==> src/rtl/operand_pkg.sv <==
// Shared types and default constants for the operand loader.
package operand_pkg;

    localparam int unsigned N_DEFAULT         = 4;
    localparam int unsigned DB_CYCLES_DEFAULT = 500000;

    typedef enum logic [1:0] {
        WAIT_A = 2'b00,
        WAIT_B = 2'b01,
        READY  = 2'b10
    } state_t;

endpackage

==> src/rtl/operand_loader_debounce.sv <==
// Button conditioner: 2-flop synchronizer, stability counter and a one-cycle
// press pulse issued the cycle after the debounced level rises.
import operand_pkg::*;

module debounce #(
    parameter int unsigned DB_CYCLES = DB_CYCLES_DEFAULT
) (
    input  logic clk_i,
    input  logic rst_i,
    input  logic btn_i,
    output logic press_o
);

    localparam int unsigned CW   = $clog2(DB_CYCLES + 1);
    localparam logic [CW-1:0] LAST = CW'(DB_CYCLES - 1);

    logic          sync1_q, sync2_q;
    logic [CW-1:0] cnt_q, cnt_d;
    logic          level_q, level_d;
    logic          level_prev_q;
    logic          press_q, press_d;

    // Any sample matching the current level restarts the stability count.
    always_comb begin
        cnt_d   = cnt_q;
        level_d = level_q;
        if (sync2_q == level_q) begin
            cnt_d = '0;
        end else if (cnt_q == LAST) begin
            level_d = sync2_q;
            cnt_d   = '0;
        end else begin
            cnt_d = cnt_q + 1'b1;
        end
        press_d = level_q & ~level_prev_q;
    end

    always_ff @(posedge clk_i) begin
        if (rst_i) begin
            sync1_q      <= 1'b0;
            sync2_q      <= 1'b0;
            cnt_q        <= '0;
            level_q      <= 1'b0;
            level_prev_q <= 1'b0;
            press_q      <= 1'b0;
        end else begin
            sync1_q      <= btn_i;
            sync2_q      <= sync1_q;
            cnt_q        <= cnt_d;
            level_q      <= level_d;
            level_prev_q <= level_q;
            press_q      <= press_d;
        end
    end

    assign press_o = press_q;

endmodule

==> src/rtl/operand_loader.sv <==
// Two-operand capture FSM driven by debounced enter/clear push-buttons.
import operand_pkg::*;

module operand_loader #(
    parameter int unsigned N         = N_DEFAULT,
    parameter int unsigned DB_CYCLES = DB_CYCLES_DEFAULT
) (
    input  logic         clk,
    input  logic         rst,
    input  logic [N-1:0] switches,
    input  logic         enter_btn,
    input  logic         clear_btn,
    output logic [N-1:0] firstNum,
    output logic [N-1:0] secNum,
    output logic         operands_valid,
    output logic [1:0]   state_leds
);

    logic         enter_p, clear_p;
    state_t       state_q;
    logic [N-1:0] first_q, sec_q;
    logic         valid_q;

    debounce #(.DB_CYCLES(DB_CYCLES)) u_enter_db (
        .clk_i   (clk),
        .rst_i   (rst),
        .btn_i   (enter_btn),
        .press_o (enter_p)
    );

    debounce #(.DB_CYCLES(DB_CYCLES)) u_clear_db (
        .clk_i   (clk),
        .rst_i   (rst),
        .btn_i   (clear_btn),
        .press_o (clear_p)
    );

    // Clear has priority over enter; the illegal encoding falls back to WAIT_A.
    always_ff @(posedge clk) begin
        if (rst || clear_p) begin
            state_q <= WAIT_A;
            first_q <= '0;
            sec_q   <= '0;
            valid_q <= 1'b0;
        end else begin
            case (state_q)
                WAIT_A: if (enter_p) begin
                    first_q <= switches;
                    state_q <= WAIT_B;
                end
                WAIT_B: if (enter_p) begin
                    sec_q   <= switches;
                    state_q <= READY;
                    valid_q <= 1'b1;
                end
                READY: if (enter_p) begin
                    first_q <= switches;
                    state_q <= WAIT_B;
                    valid_q <= 1'b0;
                end
                default: begin
                    state_q <= WAIT_A;
                    first_q <= '0;
                    sec_q   <= '0;
                    valid_q <= 1'b0;
                end
            endcase
        end
    end

    assign firstNum       = first_q;
    assign secNum         = sec_q;
    assign operands_valid = valid_q;
    assign state_leds     = state_q;

endmodule
==> config.mk <==
export PLATFORM = sky130hd
export DESIGN_NAME = operand_loader
export DESIGN_NICKNAME = d
export VERILOG_FILES = /design/src/rtl/operand_pkg.sv /design/src/rtl/operand_loader_debounce.sv /design/src/rtl/operand_loader.sv
export SDC_FILE = /design/constraint.sdc
export NUM_CORES = 1
export LEC_CHECK = 0
export BUFFER_PORTS_ARGS = -buffer_cell sky130_fd_sc_hd__clkbuf_2
export CAP_MARGIN = 10
export CORE_MARGIN = 10
export CORE_UTILIZATION = 40
export DETAILED_ROUTE_END_ITERATION = 8
export PLACE_DENSITY_LB_ADDON = 0.2
export SETUP_SLACK_MARGIN = 0.4
export SLEW_MARGIN = 5
export SYNTH_ARGS = -nofsm -noshare
export SYNTH_HDL_FRONTEND = slang
export SYNTH_HIERARCHICAL = 1
export SYNTH_SLANG_ARGS = --single-unit
==> constraint.sdc <==
create_clock -name clk -period 2 [get_ports clk]
set_clock_uncertainty 0.1 [all_clocks]
set_input_delay 0.3 -clock clk [delete_from_list [all_inputs] [get_ports clk]]
set_output_delay 0.3 -clock clk [all_outputs]
set_load 0.01 [all_outputs]
==> results of run 1 <==
-- worst min path at each step --
stage,from,endpoint,depth (start not counted)
floorplan,u_clear_db/level_prev_q$_SDFF_PP0_,u_clear_db/press_o$_SDFF_PP0_,1
global placement,u_clear_db/level_prev_q$_SDFF_PP0_,u_clear_db/press_o$_SDFF_PP0_,1
detailed placement,u_enter_db/level_prev_q$_SDFF_PP0_,u_enter_db/press_o$_SDFF_PP0_,1
CTS,clear_btn,u_clear_db/sync1_q$_SDFF_PP0_,2
global route,clear_btn,u_clear_db/sync1_q$_SDFF_PP0_,2
finish,clear_btn,u_clear_db/sync1_q$_SDFF_PP0_,2
-- power by group through the flow --
stage	clock (uW)	sequential, uW	combinational [uW]
after floorplan	0	1210	20.1
after CTS	936	1180	49.4
after global placement	0	1210	35.1
final	906	1180	52.5
after global routing	988	1180	57.6
after detailed placement	0	1210	35.7
-- layout make-up --
type | instances | share of cell area (%)
inverters | 14 | 1.59
multi-input cells | 201 | 41.8
clock inverters | 3 | 0.455
well taps | 75 | 2.84
flip-flops and latches | 59 | 36.6
clock buffers | 12 | 4.40
repair buffers | 49 | 12.3
-- metal layers --
metal | track usage [%] | share of wire (%)
met1 | 13.5 | 45
met5 | 0 | 0
met2 | 16.5 | 47
met3 | 3.67 | 5.6
met4 | 6.62 | 3.0
-- cells in the final DEF, fill, tap and decap left out, types with 2 or more instances in the layout --
cell type,synthesis,final
a21oi_1,10,7
a21oi_2,1,4
a2bb2oi_1,3,3
buf_4,1,19
buf_6,2,9
clkbuf_1,1,2
clkbuf_2,0,18
clkbuf_8,0,10
clkinv_2,0,3
dfxtp_1,59,44
dfxtp_2,0,11
dfxtp_4,0,4
ha_4,0,2
inv_1,14,14
mux2i_1,2,2
nand2_1,20,20
nand2b_1,5,5
nand3_1,14,14
nand3_4,0,2
nand4_1,12,12
nor2_1,44,35
nor2_2,0,9
nor2b_1,5,5
nor3_1,10,9
nor4_1,10,4
nor4_2,0,6
o21ai_0,7,6
o21ai_1,2,3
o31ai_4,2,2
or4_4,3,4
xnor2_1,23,23
xor2_1,5,5
-- stage by stage --
step	power [uW]	utilization [%]	setup slack, ns
floorplan	1230	-	0.130
global placement	1240	46.7	0.175
detailed placement	1250	46.7	0.160
CTS	2170	52.3	0.173
global route	2220	54.8	0.146
finish	2140	54.8	0.213
-- worst max-delay path: cells and delay by family (launching register included) --
kind / cells / cell delay (ns)
and+or+nand+nor: 3 / 0.59
DFF: 1 / 0.35
buffers and inverters: 2 / 0.28
AOI/OAI and AO/OA: 1 / 0.22
adders and majority gates: 1 / 0.15
-- sequential cells by signal, indices dropped and copies added, names as in the netlist, 2 cells and up --
| register | cells |
|---|---|
| state_leds | 2 |
| u_clear_db/cnt_q | 19 |
| u_enter_db/cnt_q | 19 |
| secNum | 4 |
| firstNum | 4 |
-- timing repair --
| item | CTS | global route |
|---|---|---|
| cloned | 3 | 1 |
| buffers inserted | 11 | 5 |
| gates resized for setup | 18 | 28 |
| endpoints found under the setup margin | 40 | 40 |
| pin swaps | 11 | 14 |
-- kinds of logic (layout without fill, tap and decap cells) --
logic type / after synthesis / in the layout / share of synthesized area (%)
simple gates: 139 / 139 / 29.4
flops: 59 / 59 / 46.8
compound gates: 29 / 29 / 8.09
xor+xnor: 28 / 28 / 9.73
buf+inv: 19 / 78 / 3.62
mux: 3 / 3 / 1.34
fa+ha+maj: 2 / 2 / 0.992
==> results.json, run 1 <==
{
  "status": "completed",
  "p_sw_uw": 463,
  "grt_max_degree": 13,
  "min_path_type": "in2reg",
  "htree_num_levels": 3,
  "critPathMaxStageDelay_ns": 0.46,
  "cts_buffers": 9,
  "ant_nets": 0,
  "ctsHoldBuffers": 0,
  "antenna_cells": 0,
  "internal_power_uw": 1670,
  "grt-ovfl-total": 0,
  "worst_path_max_delay_cell": "or4_4",
  "clk_pin_slew_worst_paths_ns": 0.06,
  "viasPerCell": 5.21,
  "cp-start-kind": "register",
  "hold_viol_final": 0,
  "max_freq_mhz": 560,
  "cap_violations": 0,
  "slew_violations": 0,
  "grt_pass1_wl_um": 9110,
  "start_util_pct": 41.8,
  "wl_um": 5540,
  "p_leak_uw": 0.00110,
  "rows": 28,
  "yosysSeqAreaShare_pct": 46.8,
  "endpoint_kind": "register",
  "gp_congestion": 0.802,
  "synth_cells": 279,
  "antenna_found_initial": 0,
  "worst_pin_slew_ns": 0.409,
  "place.port_buffers": 18,
  "fin_nets": 344,
  "synth.most_common_cell": "dfxtp_1",
  "num-fill-cells": 539,
  "clk_path_buf_depth": 2,
  "cts_tree": "done",
  "core_area_um2": 6030,
  "crit_top_cell": "buf_6",
  "clk_latency_ns": 0.33,
  "yosys.area.top_type_share_pct": 46.8,
  "r2r_slack_ns": 0.21,
  "fin_tns_setup_ns": 0,
  "cp-startpoint": "u_enter_db/cnt_q[0]$_SDFF_PP0_",
  "drive_gt1_share_pct": 33.7,
  "async_flop_share_pct": 0,
  "syn_area_um2": 2520,
  "synth_edf_count": 0,
  "worst-setup-path-type": "reg2reg",
  "dp.cells": 378,
  "io_pins": 19,
  "ir_drop_v": 0.000404,
  "crit_chain": "ha_4, nand3_4, or4_4, o31ai_4, buf_6, buf_6, nor2_1",
  "layout_worst_path_cycle_share_pct": 89.4,
  "p_comb_share_pct": 2.5,
  "instances_no_fill": 413,
  "synth_ff_type": "dfxtp_1",
  "synth_fp_nets": 289,
  "critPathCapture": "u_enter_db/cnt_q[2]$_SDFF_PP0_",
  "grt_pass1_vias": 2020,
  "fp.dieH_um": 99.4,
  "synthToLayoutAreaGrowth_pct": 31.0,
  "clkPwrFrac_pct": 42.4,
  "setup_viol": 0,
  "yosysWarnings": 6,
  "p_sw_share_pct": 21.7,
  "placed_cell_area_um2": 2810,
  "maxSlewHeadroom_pct": 72.7,
  "powerDensity_nw_per_um2": 647,
  "hpwl_um": 3380,
  "first_pass_iters": 4,
  "reg2reg_depth": 7,
  "multi_input_comb_area_um2": 1380,
  "track_usage_pct": 11.1,
  "synth_top_cell_by_area": "dfxtp_1",
  "clkSinkCount": 59,
  "rsz0062_at_grt": "true",
  "required_ns": 2.12,
  "period_minus_slack_ns": 1.79,
  "ys_types": 45,
  "crit_arrival_ns": 1.90,
  "fin_area_um2": 3300,
  "root_buffer": "clkbuf_8",
  "seqCellArea_um2": 1210,
  "die_w_um": 99.4,
  "initialDrtViolationCount": 70,
  "r2r_start": "u_enter_db/cnt_q[0]$_SDFF_PP0_",
  "synth_common_cells": "dfxtp_1 (59), nor2_1 (44), xnor2_1 (23)",
  "reg2reg_to": "u_enter_db/cnt_q[2]$_SDFF_PP0_",
  "synth-seq-cells": 59,
  "avgSynthCellArea_um2": 9.04,
  "p_seq_share_pct": 55.1,
  "drc": 0,
  "route.vias.total": 2151,
  "wire_per_inst_um": 13.4,
  "crit_fanout": 5,
  "holdWs_ns": 0.0934,
  "synth.top_cells.by_area": "dfxtp_1 (47%), xnor2_1 (8.0%), nor2_1 (6.6%)",
  "die_area_um2": 9880
}
(Power assumes the default switching activity.)
==> run 2, diff against run 1 <==
clock period = 1.9 ns   (was 2 ns; I/O delays follow)
==> run 2 against run 1 <==
  * Utilization up 0.39 points
  * Die area unchanged
  * Sequential share of layout area down 0.45 points
  * Sequential cell count unchanged
  * Sequential power up 5%
  * Via count down 2.0%
  * Combinational power up 4.4%
  * Total power up 15%
  * Cell area up 0.72%
==> results.json, run 2 (synthesis results as in run 1) <==
{
  "viasPerCell": 5.09,
  "period_minus_slack_ns": 1.78,
  "grt-ovfl-total": 0,
  "core_area_um2": 6030,
  "reg2reg_depth": 7,
  "path_delay_family": "simple AND/OR/NAND/NOR gates",
  "root_buffer": "clkbuf_8",
  "critPathBufInv": 2,
  "worst_pin_slew_ns": 0.363,
  "internal_power_uw": 1930,
  "fp.dieH_um": 99.4,
  "cts_buffers": 9,
  "status": "completed",
  "r2r_start": "u_enter_db/cnt_q[1]$_SDFF_PP0_",
  "critPathMaxStageDelay_ns": 0.45,
  "fin_tns_setup_ns": 0,
  "dp.cells": 383,
  "die_area_um2": 9880,
  "worst_path_max_delay_cell": "or4_4",
  "die_w_um": 99.4,
  "rsz0062_at_grt": "true",
  "clkPwrFrac_pct": 47.1,
  "antenna_found_initial": 0,
  "setup_viol": 0,
  "clk_latency_ns": 0.33,
  "drc": 0,
  "place.port_buffers": 18,
  "wl_um": 5380,
  "clk_pin_slew_worst_paths_ns": 0.07,
  "powerDensity_nw_per_um2": 737,
  "layout_commonest_cell": "dfxtp_1",
  "gp_congestion": 0.797,
  "grt_pass1_wl_um": 8990,
  "grt_max_degree": 13,
  "hp-start": "clear_btn",
  "io_pins": 19,
  "route.vias.total": 2109,
  "layout_common_cells": "dfxtp_1 (47), nor2_1 (31), buf_4 (24), xnor2_1 (23), nand2_1 (20)",
  "hpwl_um": 3440,
  "p_sw_share_pct": 21.1,
  "critPathCapture": "u_enter_db/cnt_q[11]$_SDFF_PP0_",
  "crit_fanout": 10,
  "synthToLayoutAreaGrowth_pct": 31.9,
  "cap_violations": 0,
  "cp-startpoint": "u_enter_db/cnt_q[1]$_SDFF_PP0_",
  "cp.depth": 7,
  "hold_viol_final": 0,
  "start_util_pct": 41.8,
  "grt_pass1_vias": 2049,
  "layout_worst_path_cycle_share_pct": 93.5,
  "max_freq_mhz": 563,
  "slew_violations": 0,
  "ant_nets": 0,
  "worst-setup-path-type": "reg2reg",
  "cts_tree": "done",
  "r2r_slack_ns": 0.12,
  "clkSinkCount": 59,
  "crit_arrival_ns": 1.90,
  "p_leak_uw": 0.00111,
  "min_path_type": "in2reg",
  "rows": 28,
  "required_ns": 2.02,
  "p_comb_share_pct": 2.2,
  "endpoint_kind": "register",
  "reg2reg_to": "u_enter_db/cnt_q[11]$_SDFF_PP0_",
  "track_usage_pct": 10.8,
  "antenna_cells": 0,
  "wire_per_inst_um": 13.0,
  "drive_gt1_share_pct": 33.6,
  "crit_chain": "ha_4, nand3_4, or4_4, o31ai_4, buf_4, buf_12, nor2_1",
  "first_pass_iters": 4,
  "htree_num_levels": 3,
  "p_sw_uw": 518,
  "instances_no_fill": 414,
  "fin_nets": 345,
  "top_regs": "u_clear_db/cnt_q: 19 flops, u_enter_db/cnt_q: 19 flops",
  "clk_path_buf_depth": 2,
  "ir_drop_v": 0.000438,
  "maxSlewHeadroom_pct": 75.5,
  "num-fill-cells": 571,
  "cp-start-kind": "register",
  "initialDrtViolationCount": 51,
  "p_seq_share_pct": 50.6
}
## run 2: worst min path at each step
stage / end / slack [ns] / cells after the start
floorplan: u_clear_db/sync1_q$_SDFF_PP0_ / 0.26 / 1
global placement: u_clear_db/press_o$_SDFF_PP0_ / 0.27 / 1
detailed placement: u_clear_db/press_o$_SDFF_PP0_ / 0.28 / 1
CTS: u_clear_db/sync1_q$_SDFF_PP0_ / 0.06 / 2
global route: u_clear_db/sync1_q$_SDFF_PP0_ / 0.06 / 2
finish: u_clear_db/sync1_q$_SDFF_PP0_ / 0.07 / 2
## run 2: routing by layer
metal / wire, um / up-vias / GRT usage (%)
met5: 0 / - / 0
li1: - / 1075 / -
met1: 2520 / 994 / 12.9
met3: 268 / 6 / 4.22
met2: 2540 / 34 / 16.9
met4: 50 / 0 / 4.52
## run 2: layout make-up
cell class | count | area, um^2 | area share, %
inverters | 14 | 52.6 | 1.58
clock buffers | 11 | 151 | 4.55
repair buffers | 50 | 399 | 12.0
clock inverters | 4 | 50.0 | 1.50
flip-flops and latches | 59 | 1200 | 36.2
well taps | 75 | 93.8 | 2.82
multi-input cells | 201 | 1380 | 41.3
## run 2: stage by stage
stage,hold WS (ns),instance area (um^2),util [%],worst slack [ns],power (uW)
3_3_place_gp,0.271,2850,47.4,0.124,1310
4_1_cts,0.0635,3200,53.1,0.130,2480
5_1_grt,0.0597,3330,55.2,0.0630,2540
6_report,0.0661,3330,55.2,0.124,2450
3_5_place_dp,0.276,2850,47.4,0.0929,1310
2_1_floorplan,0.257,2580,-,0.0297,1290
## run 2: power groups by stage
stage	clock (uW)	combinational (uW)	sequential, uW
6_report	1160	54.8	1240
5_1_grt	1240	60.0	1240
4_1_cts	1190	47.9	1240
3_5_place_dp	0	37.6	1270
3_3_place_gp	0	37.0	1270
2_1_floorplan	0	21.1	1270
## run 2: repair_timing
item                                    in CTS  in global routing
pin swaps                                    4                  3
gates resized for setup                     14                 25
hold buffers                                 0                  0
endpoints found under the setup margin      40                 41
gates cloned                                 2                  1
setup buffers                                9                  4
==> run 3, diff against run 2 <==
SETUP_SLACK_MARGIN = unset   (was 0.4)
clock period = 2.2 ns   (was 1.9 ns; I/O delays follow)
==> run 3 against run 2 <==
  * Critical endpoint is now u_enter_db/cnt_q[18]$_SDFF_PP0_
  * Sequential share of layout area grew 3.8 points
  * First-iteration DRC count rose by 63%
  * Worst setup slack improved by 0.047 ns
  * Maximum frequency down 12%
  * Cell area decreased by 11%
  * Total power decreased by 9.5%
==> results.json, run 3 (synthesis results as in run 1) <==
{
  "place.port_buffers": 18,
  "grt_pass1_wl_um": 8250,
  "die_area_um2": 9880,
  "clk_path_buf_depth": 2,
  "antenna_found_initial": 0,
  "min_path_type": "in2reg",
  "core_area_um2": 6030,
  "fin_nets": 318,
  "powerDensity_nw_per_um2": 750,
  "critPathMaxStageDelay_ns": 0.58,
  "instances_no_fill": 388,
  "start_util_pct": 41.8,
  "cap_violations": 0,
  "drive_gt1_share_pct": 17.3,
  "crit_fanout": 7,
  "drc": 0,
  "required_ns": 2.37,
  "grt_max_degree": 20,
  "ir_drop_v": 0.000523,
  "fp.dieH_um": 99.4,
  "clk_latency_ns": 0.34,
  "grt_pass1_vias": 1785,
  "cts_buffers": 9,
  "first_pass_iters": 4,
  "antenna_cells": 0,
  "hold_viol_final": 0,
  "clkSinkCount": 59,
  "wire_per_inst_um": 12.1,
  "worst_pin_slew_ns": 0.574,
  "crit_chain": "ha_1, nand3_2, or4_4, or3_1, a21oi_2",
  "placed_cell_area_um2": 2730,
  "status": "completed",
  "holdWs_ns": 0.0977,
  "slew_violations": 0,
  "viasPerCell": 5.03,
  "setup_viol": 0,
  "gp_congestion": 0.826,
  "ant_nets": 0,
  "ctsHoldBuffers": 0,
  "htree_num_levels": 3,
  "p_sw_share_pct": 20.9,
  "num-fill-cells": 580,
  "p_sw_uw": 463,
  "cp-start-kind": "register",
  "p_leak_uw": 0.000951,
  "initialDrtViolationCount": 83,
  "worst_path_max_delay_cell": "or4_4",
  "worst-setup-path-type": "reg2reg",
  "dp.cells": 372,
  "endpoint_kind": "register",
  "layout_worst_path_cycle_share_pct": 92.2,
  "p_comb_share_pct": 1.4,
  "period_minus_slack_ns": 2.03,
  "cts_resized": 0,
  "internal_power_uw": 1750,
  "p_seq_share_pct": 48.5,
  "clk_pin_slew_worst_paths_ns": 0.07,
  "rows": 28,
  "root_buffer": "clkbuf_8",
  "die_w_um": 99.4,
  "cts_tree": "done",
  "top_regs": "u_clear_db/cnt_q: 19 flops, u_enter_db/cnt_q: 19 flops",
  "fin_area_um2": 2960,
  "postCtsSetupBuffers": 0,
  "fin_tns_setup_ns": 0,
  "clkPwrFrac_pct": 50.1,
  "hpwl_um": 3280,
  "wl_um": 4680,
  "layout_common_cells": "dfxtp_1 (59), nor2_1 (44), xnor2_1 (23), nand2_1 (20), clkbuf_2 (18)",
  "rsz0062_at_grt": "false",
  "maxSlewHeadroom_pct": 61.4,
  "max_freq_mhz": 493,
  "path_delay_family": "simple AND/OR/NAND/NOR gates",
  "grt-ovfl-total": 0,
  "track_usage_pct": 10.1,
  "io_pins": 19,
  "layout_commonest_cell": "dfxtp_1",
  "route.vias.total": 1951,
  "critPathBufInv": 0,
  "crit_arrival_ns": 2.20,
  "synthToLayoutAreaGrowth_pct": 17.2
}
[run 3: changes by cell type in the layout (fill, tap and decap cells not counted), moves of 2 or more]
cell / previous run / this run
dfxtp_1: 47 / 59
a21oi_2: 6 / 1
nor2_4: 4 / 1
a21oi_1: 5 / 10
dfxtp_2: 9 / 0
dfxtp_4: 3 / 0
ha_4: 2 / 0
nand3_4: 2 / 0
ha_1: 0 / 2
buf_6: 5 / 0
buf_4: 24 / 3
nor2_2: 10 / 0
nand3_2: 0 / 2
nor2_1: 31 / 44
[run 3: path summary, 6_finish.rpt]
| check | to | slack [ns] | cells after the start | from |
|---|---|---|---|---|
| worst max register to register | u_enter_db/cnt_q[18]$_SDFF_PP0_ | 0.17 | 5 | u_enter_db/cnt_q[0]$_SDFF_PP0_ |
| worst min-delay path | u_clear_db/sync1_q$_SDFF_PP0_ | 0.1 | 2 | clear_btn |
| worst max-delay path | u_enter_db/cnt_q[18]$_SDFF_PP0_ | 0.17 | 5 | u_enter_db/cnt_q[0]$_SDFF_PP0_ |
| worst min register to register | u_enter_db/press_o$_SDFF_PP0_ | 0.28 | 1 | u_enter_db/level_prev_q$_SDFF_PP0_ |
[run 3: power by group through the flow]
stage	logic, uW	clock network, uW	registers (uW)
after floorplan	17.5	0	1100
after global placement	32.2	0	1100
after detailed placement	32.1	0	1100
after CTS	32.1	1140	1070
after global routing	35.3	1190	1070
final	31.4	1110	1070
[run 3: routing by layer]
metal	part of all wire (%)	routed length, um	vias to the layer above	GRT usage (%)
li1	-	-	1025	-
met3	6.7	312	7	4.78
met2	42	1960	35	15.0
met1	50	2320	884	11.8
met5	0	0	-	0
met4	1.9	89	0	5.29
[run 3: metrics by stage]
stage                     setup slack [ns]  total power (uW)  util, %
final                                0.171              2220     49.0
after global routing                0.0623              2300     49.0
after CTS                            0.160              2250     49.0
after detailed placement             0.162              1130     45.3
after global placement               0.233              1130     45.3
after floorplan                      0.243              1120        -
[run 3: final cells by class]
| cell class | count | area [um^2] | share of cell area (%) |
|---|---|---|---|
| clock buffers | 10 | 138 | 4.66 |
| clock inverters | 6 | 88.8 | 3.01 |
| inverters | 14 | 52.6 | 1.78 |
| multi-input cells | 201 | 1250 | 42.3 |
| flip-flops and latches | 59 | 1180 | 40.0 |
| well taps | 75 | 93.8 | 3.18 |
| repair buffers | 23 | 153 | 5.17 |
[run 3: worst register-to-register path, delay by kind of cell, from the launching register on]
| kind | cells | cell delay [ns] |
|---|---|---|
| AND/OR/NAND/NOR | 3 | 1.13 |
| AO/OA/AOI/OAI | 1 | 0.13 |
| flip-flops | 1 | 0.37 |
| adder cells (fa/ha/maj) | 1 | 0.24 |
